File: src/rtl/snn_ctrl_pkg.sv
// Shared definitions for the layer sequencer: FSM state encoding, error codes and
// the reset value used for every schedule table entry.
package snn_ctrl_pkg;

  typedef enum logic [2:0] {
    StIdle,
    StIssue,
    StWaitAck,
    StWaitDone,
    StAdvance,
    StFinish
  } seq_state_e;

  localparam logic [1:0] ERR_NONE    = 2'd0;
  localparam logic [1:0] ERR_CONFIG  = 2'd1;
  localparam logic [1:0] ERR_TIMEOUT = 2'd2;
  localparam logic [1:0] ERR_ABORT   = 2'd3;

  localparam logic [7:0] LAYER_ID_INVALID = 8'hFF;

endpackage

File: src/rtl/snn_layer_sequencer_if.sv
// Execution-control port between the sequencer (master) and the layer manager (slave).
//   execute_layer_id : layer to run, held between issues
//   execute_start    : one-cycle start pulse
//   execute_done     : layer manager idle flag (high = idle)
interface snn_layer_sequencer_if;

  logic [7:0] execute_layer_id;
  logic       execute_start;
  logic       execute_done;

  modport master (
    output execute_layer_id,
    output execute_start,
    input  execute_done
  );

  modport slave (
    input  execute_layer_id,
    input  execute_start,
    output execute_done
  );

endinterface

File: src/rtl/snn_seq_watchdog.sv
// Per-layer watchdog for the sequencer.
//   clk, reset : clock, synchronous active-high reset
//   load_i     : clear the count (asserted when a layer is issued)
//   enable_i   : count this cycle (asserted while waiting on the layer manager)
//   limit_i    : number of waiting cycles allowed; 0 disables the watchdog
//   expired_o  : high during the limit-th waiting cycle
module snn_seq_watchdog #(
  parameter int unsigned WIDTH = 20
) (
  input  logic             clk,
  input  logic             reset,
  input  logic             load_i,
  input  logic             enable_i,
  input  logic [WIDTH-1:0] limit_i,
  output logic             expired_o
);

  logic [WIDTH-1:0] cnt_q, cnt_d;

  // Saturating count so a disabled watchdog never wraps during a long layer.
  always_comb begin
    cnt_d = cnt_q;
    if (load_i) begin
      cnt_d = '0;
    end else if (enable_i && (cnt_q != '1)) begin
      cnt_d = cnt_q + 1'b1;
    end
  end

  always_ff @(posedge clk) begin
    if (reset) begin
      cnt_q <= '0;
    end else begin
      cnt_q <= cnt_d;
    end
  end

  // cnt_q holds the number of waiting cycles already spent before this one.
  assign expired_o = enable_i && (limit_i != '0) && (cnt_q >= (limit_i - 1'b1));

endmodule

File: src/rtl/snn_layer_sequencer.sv
// Walks a host-loaded table of layer IDs once per timestep for num_timesteps
// timesteps, handshaking each layer with the layer manager.
//   clk, reset          : clock, synchronous active-high reset
//   sched_wr_*          : table write port, honoured only while idle
//   num_layers          : entries per timestep (1..MAX_LAYERS)
//   num_timesteps       : timesteps per run (non-zero)
//   timeout_cycles      : per-layer watchdog limit, 0 disables
//   seq_start/seq_abort : run control
//   exec_if             : execution-control port to the layer manager
//   busy, timestep_done, seq_done, seq_error, error_code : status
//   current_index, current_timestep : progress
module snn_layer_sequencer
  import snn_ctrl_pkg::*;
#(
  parameter int unsigned MAX_LAYERS    = 16,
  parameter int unsigned IDX_WIDTH     = 4,
  parameter int unsigned TS_WIDTH      = 16,
  parameter int unsigned TIMEOUT_WIDTH = 20
) (
  input  logic                     clk,
  input  logic                     reset,
  input  logic                     sched_wr_en,
  input  logic [IDX_WIDTH-1:0]     sched_wr_addr,
  input  logic [7:0]               sched_wr_layer_id,
  input  logic [IDX_WIDTH:0]       num_layers,
  input  logic [TS_WIDTH-1:0]      num_timesteps,
  input  logic [TIMEOUT_WIDTH-1:0] timeout_cycles,
  input  logic                     seq_start,
  input  logic                     seq_abort,
  snn_layer_sequencer_if.master    exec_if,
  output logic                     busy,
  output logic                     timestep_done,
  output logic                     seq_done,
  output logic                     seq_error,
  output logic [1:0]               error_code,
  output logic [IDX_WIDTH-1:0]     current_index,
  output logic [TS_WIDTH-1:0]      current_timestep
);

  seq_state_e           state_q, state_d;
  logic [7:0]           sched_tbl_q [MAX_LAYERS];
  logic [IDX_WIDTH-1:0] idx_q, idx_d;
  logic [TS_WIDTH-1:0]  ts_q, ts_d;
  logic [IDX_WIDTH:0]   nl_q, nl_d;
  logic [TS_WIDTH-1:0]  nts_q, nts_d;
  logic [1:0]           err_q, err_d;
  logic [7:0]           layer_id_q, layer_id_d;
  logic                 exec_start;
  logic                 wd_expired;
  logic                 cfg_ok, last_layer, last_ts;

  assign cfg_ok     = (num_layers != '0) && (32'(num_layers) <= MAX_LAYERS)
                      && (num_timesteps != '0);
  assign last_layer = ({1'b0, idx_q} == (nl_q - 1'b1));
  assign last_ts    = (ts_q == (nts_q - 1'b1));

  snn_seq_watchdog #(
    .WIDTH (TIMEOUT_WIDTH)
  ) u_watchdog (
    .clk       (clk),
    .reset     (reset),
    .load_i    (state_q == StIssue),
    .enable_i  ((state_q == StWaitAck) || (state_q == StWaitDone)),
    .limit_i   (timeout_cycles),
    .expired_o (wd_expired)
  );

  always_comb begin
    state_d       = state_q;
    idx_d         = idx_q;
    ts_d          = ts_q;
    nl_d          = nl_q;
    nts_d         = nts_q;
    err_d         = err_q;
    layer_id_d    = layer_id_q;
    exec_start    = 1'b0;
    timestep_done = 1'b0;
    seq_done      = 1'b0;

    if ((state_q != StIdle) && seq_abort) begin
      state_d = StIdle;
      err_d   = ERR_ABORT;
    end else begin
      unique case (state_q)
        StIdle: begin
          if (seq_start) begin
            if (cfg_ok) begin
              nl_d    = num_layers;
              nts_d   = num_timesteps;
              idx_d   = '0;
              ts_d    = '0;
              err_d   = ERR_NONE;
              state_d = StIssue;
            end else begin
              err_d = ERR_CONFIG;
            end
          end
        end
        StIssue: begin
          exec_start = 1'b1;
          layer_id_d = sched_tbl_q[idx_q];
          state_d    = StWaitAck;
        end
        StWaitAck: begin
          if (wd_expired) begin
            err_d   = ERR_TIMEOUT;
            state_d = StIdle;
          end else if (!exec_if.execute_done) begin
            state_d = StWaitDone;
          end
        end
        StWaitDone: begin
          if (wd_expired) begin
            err_d   = ERR_TIMEOUT;
            state_d = StIdle;
          end else if (exec_if.execute_done) begin
            state_d = StAdvance;
          end
        end
        StAdvance: begin
          if (!last_layer) begin
            idx_d   = idx_q + 1'b1;
            state_d = StIssue;
          end else begin
            timestep_done = 1'b1;
            idx_d         = '0;
            if (last_ts) begin
              state_d = StFinish;
            end else begin
              ts_d    = ts_q + 1'b1;
              state_d = StIssue;
            end
          end
        end
        StFinish: begin
          seq_done = 1'b1;
          state_d  = StIdle;
        end
        default: state_d = StIdle;
      endcase
    end
  end

  always_ff @(posedge clk) begin
    if (reset) begin
      state_q    <= StIdle;
      idx_q      <= '0;
      ts_q       <= '0;
      nl_q       <= '0;
      nts_q      <= '0;
      err_q      <= ERR_NONE;
      layer_id_q <= '0;
    end else begin
      state_q    <= state_d;
      idx_q      <= idx_d;
      ts_q       <= ts_d;
      nl_q       <= nl_d;
      nts_q      <= nts_d;
      err_q      <= err_d;
      layer_id_q <= layer_id_d;
    end
  end

  always_ff @(posedge clk) begin
    if (reset) begin
      for (int i = 0; i < MAX_LAYERS; i++) begin
        sched_tbl_q[i] <= LAYER_ID_INVALID;
      end
    end else if ((state_q == StIdle) && sched_wr_en) begin
      sched_tbl_q[sched_wr_addr] <= sched_wr_layer_id;
    end
  end

  // The table entry is shown combinationally during the issue cycle, then held.
  assign exec_if.execute_layer_id = (state_q == StIssue) ? sched_tbl_q[idx_q] : layer_id_q;
  assign exec_if.execute_start    = exec_start;

  assign busy             = (state_q == StIssue) || (state_q == StWaitAck) ||
                            (state_q == StWaitDone) || (state_q == StAdvance);
  assign error_code       = err_q;
  assign seq_error        = (err_q != ERR_NONE);
  assign current_index    = idx_q;
  assign current_timestep = ts_q;

endmodule

File: src/flat_wrapper.sv
// flat-port wrapper written by rule: the top's interface ports become plain ports
module snn_layer_sequencer_flat import snn_ctrl_pkg::*;
#(
  parameter int unsigned MAX_LAYERS    = 16,
  parameter int unsigned IDX_WIDTH     = 4,
  parameter int unsigned TS_WIDTH      = 16,
  parameter int unsigned TIMEOUT_WIDTH = 20
)
  (clk, reset, sched_wr_en, sched_wr_addr, sched_wr_layer_id, num_layers, num_timesteps, timeout_cycles, seq_start, seq_abort, busy, timestep_done, seq_done, seq_error, error_code, current_index, current_timestep, exec_if_execute_layer_id, exec_if_execute_start, exec_if_execute_done);
  snn_layer_sequencer_if exec_if_i ();
  input  logic clk;
  input  logic reset;
  input  logic sched_wr_en;
  input  logic [IDX_WIDTH-1:0] sched_wr_addr;
  input  logic [7:0] sched_wr_layer_id;
  input  logic [IDX_WIDTH:0] num_layers;
  input  logic [TS_WIDTH-1:0] num_timesteps;
  input  logic [TIMEOUT_WIDTH-1:0] timeout_cycles;
  input  logic seq_start;
  input  logic seq_abort;
  output logic busy;
  output logic timestep_done;
  output logic seq_done;
  output logic seq_error;
  output logic [1:0] error_code;
  output logic [IDX_WIDTH-1:0] current_index;
  output logic [TS_WIDTH-1:0] current_timestep;
  output wire logic [$bits(exec_if_i.execute_layer_id)-1:0] exec_if_execute_layer_id;
  output wire logic [$bits(exec_if_i.execute_start)-1:0] exec_if_execute_start;
  input wire logic [$bits(exec_if_i.execute_done)-1:0] exec_if_execute_done;
  assign exec_if_execute_layer_id = exec_if_i.execute_layer_id;
  assign exec_if_execute_start = exec_if_i.execute_start;
  assign exec_if_i.execute_done = exec_if_execute_done;
  snn_layer_sequencer #(.MAX_LAYERS(MAX_LAYERS), .IDX_WIDTH(IDX_WIDTH), .TS_WIDTH(TS_WIDTH), .TIMEOUT_WIDTH(TIMEOUT_WIDTH)) u_core (.clk(clk), .reset(reset), .sched_wr_en(sched_wr_en), .sched_wr_addr(sched_wr_addr), .sched_wr_layer_id(sched_wr_layer_id), .num_layers(num_layers), .num_timesteps(num_timesteps), .timeout_cycles(timeout_cycles), .seq_start(seq_start), .seq_abort(seq_abort), .exec_if(exec_if_i), .busy(busy), .timestep_done(timestep_done), .seq_done(seq_done), .seq_error(seq_error), .error_code(error_code), .current_index(current_index), .current_timestep(current_timestep));
endmodule
File: config.mk
export PLATFORM = sky130hd
export DESIGN_NAME = snn_layer_sequencer_flat
export DESIGN_NICKNAME = d
export VERILOG_FILES = /design/src/rtl/snn_ctrl_pkg.sv /design/src/rtl/snn_layer_sequencer_if.sv /design/src/rtl/snn_seq_watchdog.sv /design/src/rtl/snn_layer_sequencer.sv /design/src/flat_wrapper.sv
export SDC_FILE = /design/constraint.sdc
export NUM_CORES = 1
export LEC_CHECK = 0
export BUFFER_PORTS_ARGS = -buffer_cell sky130_fd_sc_hd__buf_2
export CAP_MARGIN = 20
export CORE_UTILIZATION = 60
export DETAILED_ROUTE_END_ITERATION = 16
export GPL_ROUTABILITY_DRIVEN = 0
export PLACE_DENSITY_LB_ADDON = 0.05
export SETUP_SLACK_MARGIN = 0.1
export SYNTH_ARGS = -nofsm -noshare
export SYNTH_HDL_FRONTEND = slang
export SYNTH_SLANG_ARGS = --single-unit
export TNS_END_PERCENT = 1
File: constraint.sdc
create_clock -name clk -period 5 [get_ports clk]
set_input_delay 0.75 -clock clk [delete_from_list [all_inputs] [get_ports clk]]
set_output_delay 0.75 -clock clk [all_outputs]
set_load 0.01 [all_outputs]
# --- After elaboration in Yosys (flattened, before gate mapping) ---
# Memory sizes are Yosys's and may differ from the RTL's. A register that Yosys moved wholly into a read port is not among the register bits.
# Cells that the tools add are included.
totals:
  register_bits: 74
  latchBits: 0
  ram_bits: 128
  romBits: 0
  output_inout_bits: 35
  elab_cells: 103
  mem_count: 1
memory_table:
  columns: ["memory", "depth", "width", "rd", "rd_clocked_by_memory_dff", "write_ports", "line_no", "rtl"]
  rows:
  - ["u_core.sched_tbl_q", 16, 8, 1, 1, 16, "snn_layer_sequencer.sv:41", "logic [7:0] sched_tbl_q [MAX_LAYERS];"]
op_classes:
  n_addsub: 6
  n_mul: 0
  div: 0
  magnitude_cmp: 2
  n_eq_ne: 16
  n_shift: 0
  mux: 41
  n_bitwise: 1
  n_reduce_logical: 28
op_table:
  columns: ["op", "n"]
  rows:
  - ["16-bit 2-to-1 mux", 4]
  - ["16-bit case mux with 2 select lines", 1]
  - ["3-bit 2-to-1 mux", 8]
  - ["4-bit 2-to-1 mux", 6]
  - ["20-bit by 1-bit adder with 20-bit output, second input constant", 1]
  - ["20-bit greater-or-equal comparator", 1]
  - ["20-bit inequality test, second input constant", 1]
  - ["20-bit nonzero test", 1]
  - ["20-bit by 1-bit subtractor with 20-bit output, second input constant", 1]
  - ["16-bit by 1-bit adder with 16-bit output, second input constant", 1]
  - ["16-bit == test", 1]
  - ["8-bit 2-to-1 mux", 2]
  - ["16-bit nonzero test", 1]
  - ["16-bit by 1-bit subtractor with 16-bit output, second input constant", 1]
  - ["3-bit case mux with 5 select lines", 1]
  - ["1-bit 2-to-1 mux", 14]
  - ["4-bit AND reduction", 3]
  - ["4-bit case mux with 2 select lines", 1]
  - ["8-bit OR reduction", 1]
  - ["1-bit logical AND", 7]
  - ["3-bit by 2-bit == test with 1-bit output, second input constant", 2]
  - ["3-bit == test, second input constant", 2]
  - ["2-bit 2-to-1 mux", 3]
  - ["3-bit inequality test, second input constant", 2]
  - ["19 further kinds", 28]

# --- Longest topological paths before layout ---
depth:
  depth_word: 8
  ltp_mapped: 15
  mapped_depth_nobuf: 15

# --- By module ---
# From an unflattened synthesis, not the netlist that was laid out.
hier_totals:
  cells_unflattened: 967
  area_unflattened_um2: 10928.0
modules_own_cells:
  columns: ["module", "n_inst", "cells_per_inst", "area_each_um2", "seq_area_each_um2"]
  rows:
  - ["snn_layer_sequencer", 1, 746, 9118.7, 5004.8]
  - ["snn_seq_watchdog", 1, 221, 1809.2, 400.4]

# --- Least setup slack after synthesis ---
# OpenSTA, ideal clock, no wires.
synth_path:
  path_type: "input port to flip-flop"
  startpoint: "input port timeout_cycles[5]"
  endpoint: "register u_core.state_q[2]"
  setup_ns: 0.100
  arrival_time_ns: 3.609
  t_required_ns: 4.900
  setup_slack_ns: 1.291
  stages: 14
  n_path_buf: 0
  path_cell_list: "or4_1 > nor3_1 > nand2b_1 > or3_1 > nor3b_1 > xnor2_1 > ha_1 > nand4_1 > nor2_1 > o21ai_0 > nor3b_1 > a22oi_1 > nand4_1 > a2111oi_4"
synth_via:
  elab_chain_cells: 5
  elab_cells_between_ends: 11
  cone_classes: "add/sub (1); order compare (1); eq/ne (2); mux (3); reduce/logical (4)"
synth_rtl:
  columns: ["element", "line_no", "rtl"]
  rows:
  - ["start: declaration", "flat_wrapper.sv:18", "input logic [TIMEOUT_WIDTH-1:0] timeout_cycles;"]
  - ["20-bit by 1-bit subtractor with 20-bit output or 20-bit nonzero test (tied branches)", "snn_seq_watchdog.sv:39", "assign expired_o = enable_i && (limit_i != '0) && (cnt_q >= (limit_i - 1'b1));"]
  - ["20-bit greater-or-equal comparator or 1-bit logical AND (tied branches)", "snn_seq_watchdog.sv:39", null]
  - ["1-bit logical AND (*)", "snn_seq_watchdog.sv:39", null]
  - ["3-bit 2-to-1 mux, or another cell as far along", "snn_layer_sequencer.sv:113", "if (wd_expired) begin"]
  - ["3-bit case mux with 5 select lines or 4-bit AND reduction (tied branches)", null, null]
  - ["end signal: assignment", "snn_layer_sequencer.sv:146", "state_q <= StIdle;"]
  - ["end signal: assignment", "snn_layer_sequencer.sv:154", "state_q <= state_d;"]
  - ["end: declaration", "snn_layer_sequencer.sv:40", "seq_state_e state_q, state_d;"]
# Every way passes the cells marked *; elsewhere a longest branch is shown, timed or not.
# A chain may end at the register's enable or synchronous reset.

==> results.json <==
{
  "worst-path-max-fanout": 21,
  "critical-path-max-stage-delay_ns": 0.61,
  "yosysMostFrequentCell": "sky130_fd_sc_hd__edfxtp_1",
  "worst-r2r-cell-count": 10,
  "relative_contribution_of_the_clock_network_to_total_power": 0.440,
  "pin_count": 94,
  "die_area_um2": 18600,
  "design.core.area_um2": 17500,
  "critical-path-top-cell-by-count": "sky130_fd_sc_hd__mux4_2",
  "worst_path_max_delay_cell": "sky130_fd_sc_hd__mux4_2",
  "sw_frac_of_total": 0.238,
  "synth_top_cell_by_area": "sky130_fd_sc_hd__edfxtp_1",
  "ys_ff_latch": 206,
  "ctsRootBufferMaster": "sky130_fd_sc_hd__clkbuf_16",
  "synth_area_um2": 10800,
  "synthesis.nets": 1052,
  "clock-skew-final_ns": 0.0188,
  "htree_levels": 1,
  "crit-reg2reg-capture": "u_core.state_q[2]$_SDFFE_PP0P_",
  "syn-instance-count": 966,
  "cp-start-kind": "flip-flop",
  "grt_pass1_wl_mm": 38.6,
  "post_cts.resized_instances": 0,
  "async_flop_share": 0,
  "power_frac_seq": 0.466,
  "worstHoldEndpoint": "u_core.layer_id_q[0]$_SDFFE_PP0N_",
  "globalRoute.totalOverflow": 0,
  "synth_top_area_share": 0.354,
  "number_of_buffers_inserted_by_hold_repair_at_cts": 0,
  "detail_route.wirelength_mm": 24.3,
  "run_status": "completed",
  "f_max_mhz": 254,
  "drt_pre_antenna_iters": 5,
  "cts_tree": "done",
  "edff_count_synth": 128,
  "worst-setup-path-type": "flip-flop to primary output",
  "p_per_cell_area_nw_per_um2": 327,
  "std_cell_rows": 48,
  "syn_area_per_cell_um2": 11.2,
  "cts_setup_buffers": 0,
  "worstMarginPinSlew_ns": 0.931,
  "layoutNonFillerInstCount": 1279,
  "yosys_most_used_dff": "sky130_fd_sc_hd__edfxtp_1",
  "setup_violations": 0,
  "routedWlPerCell_um": 19.0,
  "p_leak_nw": 4.00,
  "drt-initial-drc-count": 505,
  "detailed_place_hpwl_mm": 17.0,
  "clock_tree.buffer_depth": 3,
  "layout_worst_path_cycle_share": 0.786,
  "pin_count_of_the_biggest_net_entering_global_routing": 58,
  "vias": 7665,
  "initial_core_util": 0.621,
  "crit_path_cell_trace": "buf_4 > mux4_2 > mux4_2 > mux2_2 > buf_2",
  "detail_route.vias_per_cell": 5.99,
  "relSlewSlack": 0.378,
  "worst-r2r-setup-slack_ns": 1.76,
  "final.setup.tns_ns": 0,
  "pwr-share-comb": 0.094,
  "fp.dieW_um": 136,
  "cts-buffers-inserted": 23,
  "area_growth_syn_to_layout_pct": 12.6,
  "cp-end-kind": "primary output",
  "clock_latency_at_the_later_pin_of_the_worst_skew_pair_ns": 0.53,
  "cap_viol_max_count": 0,
  "ir_worst_vdd_uv": 325,
  "rr_startpoint": "u_core.nts_q[0]$_SDFFE_PP0P_",
  "finalNetCount": 1123,
  "port-buffer-count": 93,
  "cp_data_arrival_time_ns": 3.18,
  "p_sw_mw": 0.953,
  "synthesis.yosys.warnings": 0,
  "slew_violations": 0,
  "globalRouteTotalUtil": 0.271,
  "cts_sinks": 206,
  "ys_top_cells_by_count": "sky130_fd_sc_hd__edfxtp_1 (128), sky130_fd_sc_hd__or3_1 (98), sky130_fd_sc_hd__dfxtp_1 (78)",
  "dieHeight_um": 136,
  "netlist-cell-type-count": 59,
  "grt_setup_unrepaired": "false",
  "worstHoldPathCells": 2,
  "hold_viol": 0,
  "grt_pass1_vias": 7329,
  "clkSlewWorstSetupHoldPaths_ns": 0.06,
  "synth-seq-area-share": 0.498,
  "insertedDiodeCount": 0,
  "cp.required_ns": 4.25,
  "netlist_top_cells_area": "sky130_fd_sc_hd__edfxtp_1 (35%), sky130_fd_sc_hd__dfxtp_1 (14%), sky130_fd_sc_hd__mux4_2 (8.3%)",
  "final.min_clock_period_ns": 3.93,
  "antenna_violating_nets_post_route": 0,
  "worst_hold_path_type": "flip-flop to flip-flop",
  "drc": 0,
  "worst_hold_startpoint": "u_core.layer_id_q[0]$_SDFFE_PP0N_",
  "antenna_found_initial": 1,
  "numPlacedInstances": 1237,
  "layout-drive-gt1-share": 0.243,
  "p_int_mw": 3.04
}
-- how the worst max path moves through the flow --
stage                                     endpoint  depth (start not counted)
floorplan           u_core.state_q[2]$_SDFFE_PP0P_                         14
global placement    u_core.state_q[2]$_SDFFE_PP0P_                         14
detailed placement  u_core.state_q[2]$_SDFFE_PP0P_                         14
CTS                    exec_if_execute_layer_id[1]                          5
global route           exec_if_execute_layer_id[3]                          5
finish                 exec_if_execute_layer_id[1]                          5
-- cell families (layout without fill, tap and decap cells) --
family | after synthesis | count (layout) | share of synthesized area
and+or+nand+nor | 410 | 410 | 0.210
DFF | 206 | 206 | 0.498
AOI/OAI and AO/OA | 111 | 111 | 0.0667
buffers and inverters | 78 | 166 | 0.0307
muxes | 72 | 72 | 0.113
xor gates and xnor gates | 62 | 62 | 0.0501
adders and majority gates | 27 | 27 | 0.0311
-- layout make-up --
cell class,count,area (µm²)
Clock buffer,23,576
Inverter,20,75.1
Fill cell,1307,5260
Tap cell,225,282
Timing Repair Buffer,104,548
Clock inverter,19,219
Sequential cell,206,5410
Multi-Input combinational cell,682,5110
-- through the flow --
step	util	worst slack, ns	instance area (µm²)	hold slack [ns]	total power [mW]
CTS	0.699	0.995	12200	0.458	4.02
global route	0.699	0.887	12200	0.483	4.12
finish	0.699	1.07	12200	0.454	4.00
global placement	0.654	0.820	11400	0.435	2.27
floorplan	-	1.29	10800	0.429	2.15
detailed placement	0.654	0.775	11400	0.449	2.27
-- power by group through the flow --
stage          Combinational, mW  Sequential, mW  Clock [mW]
3_5_place_dp               0.375            1.90           0
2_1_floorplan              0.264            1.89           0
5_1_grt                    0.413            1.87        1.84
4_1_cts                    0.377            1.86        1.78
6_report                   0.374            1.86        1.76
3_3_place_gp               0.370            1.90           0
-- critical path: cells and delay by family, from the launching register on --
kind | cells | cell delay (ns)
buffers and inverters | 2 | 0.62
muxes | 3 | 1.41
DFF | 1 | 0.60
-- layer usage --
metal / up-vias / share of wire / GRT usage
li1: 3726 / - / -
met1: 3705 / 0.42 / 0.349
met2: 185 / 0.51 / 0.479
met3: 47 / 0.045 / 0.0403
met4: 2 / 0.020 / 0.0660
met5: - / 0.00041 / 0
-- cells in the final DEF (no fill, tap or decap), drive strengths merged, types with 3 or more instances in the layout --
master,instances
edfxtp,128
buf,104
or3,98
dfxtp,78
nor2,70
nand2,56
or2,54
mux4,40
a21oi,35
xnor2,34
o21ai,30
xor2,28
ha,27
mux2i,24
clkbuf,23
nand2b,22
inv,22
nand3,19
nor3,18
or4,14
nor4,12
nand4,12
clkinv,11
o21bai,9
a31oi,9
mux2,8
a21o,8
nor2b,7
nor3b,6
and4,6
and3,5
o211ai,4
bufinv,4
o31ai,3
o41ai,3
a2111oi,3
-- sequential cells by signal, summed over array words and instances, names as in the netlist, named ones only --
signal	count
u_core.sched_tbl_q	128
u_core.u_watchdog.cnt_q	20
u_core.current_timestep	16
u_core.nts_q	16
u_core.layer_id_q	8
u_core.nl_q	5
u_core.current_index	4
u_core.state_q	3
u_core.error_code	2
(Power assumes the default switching activity.)
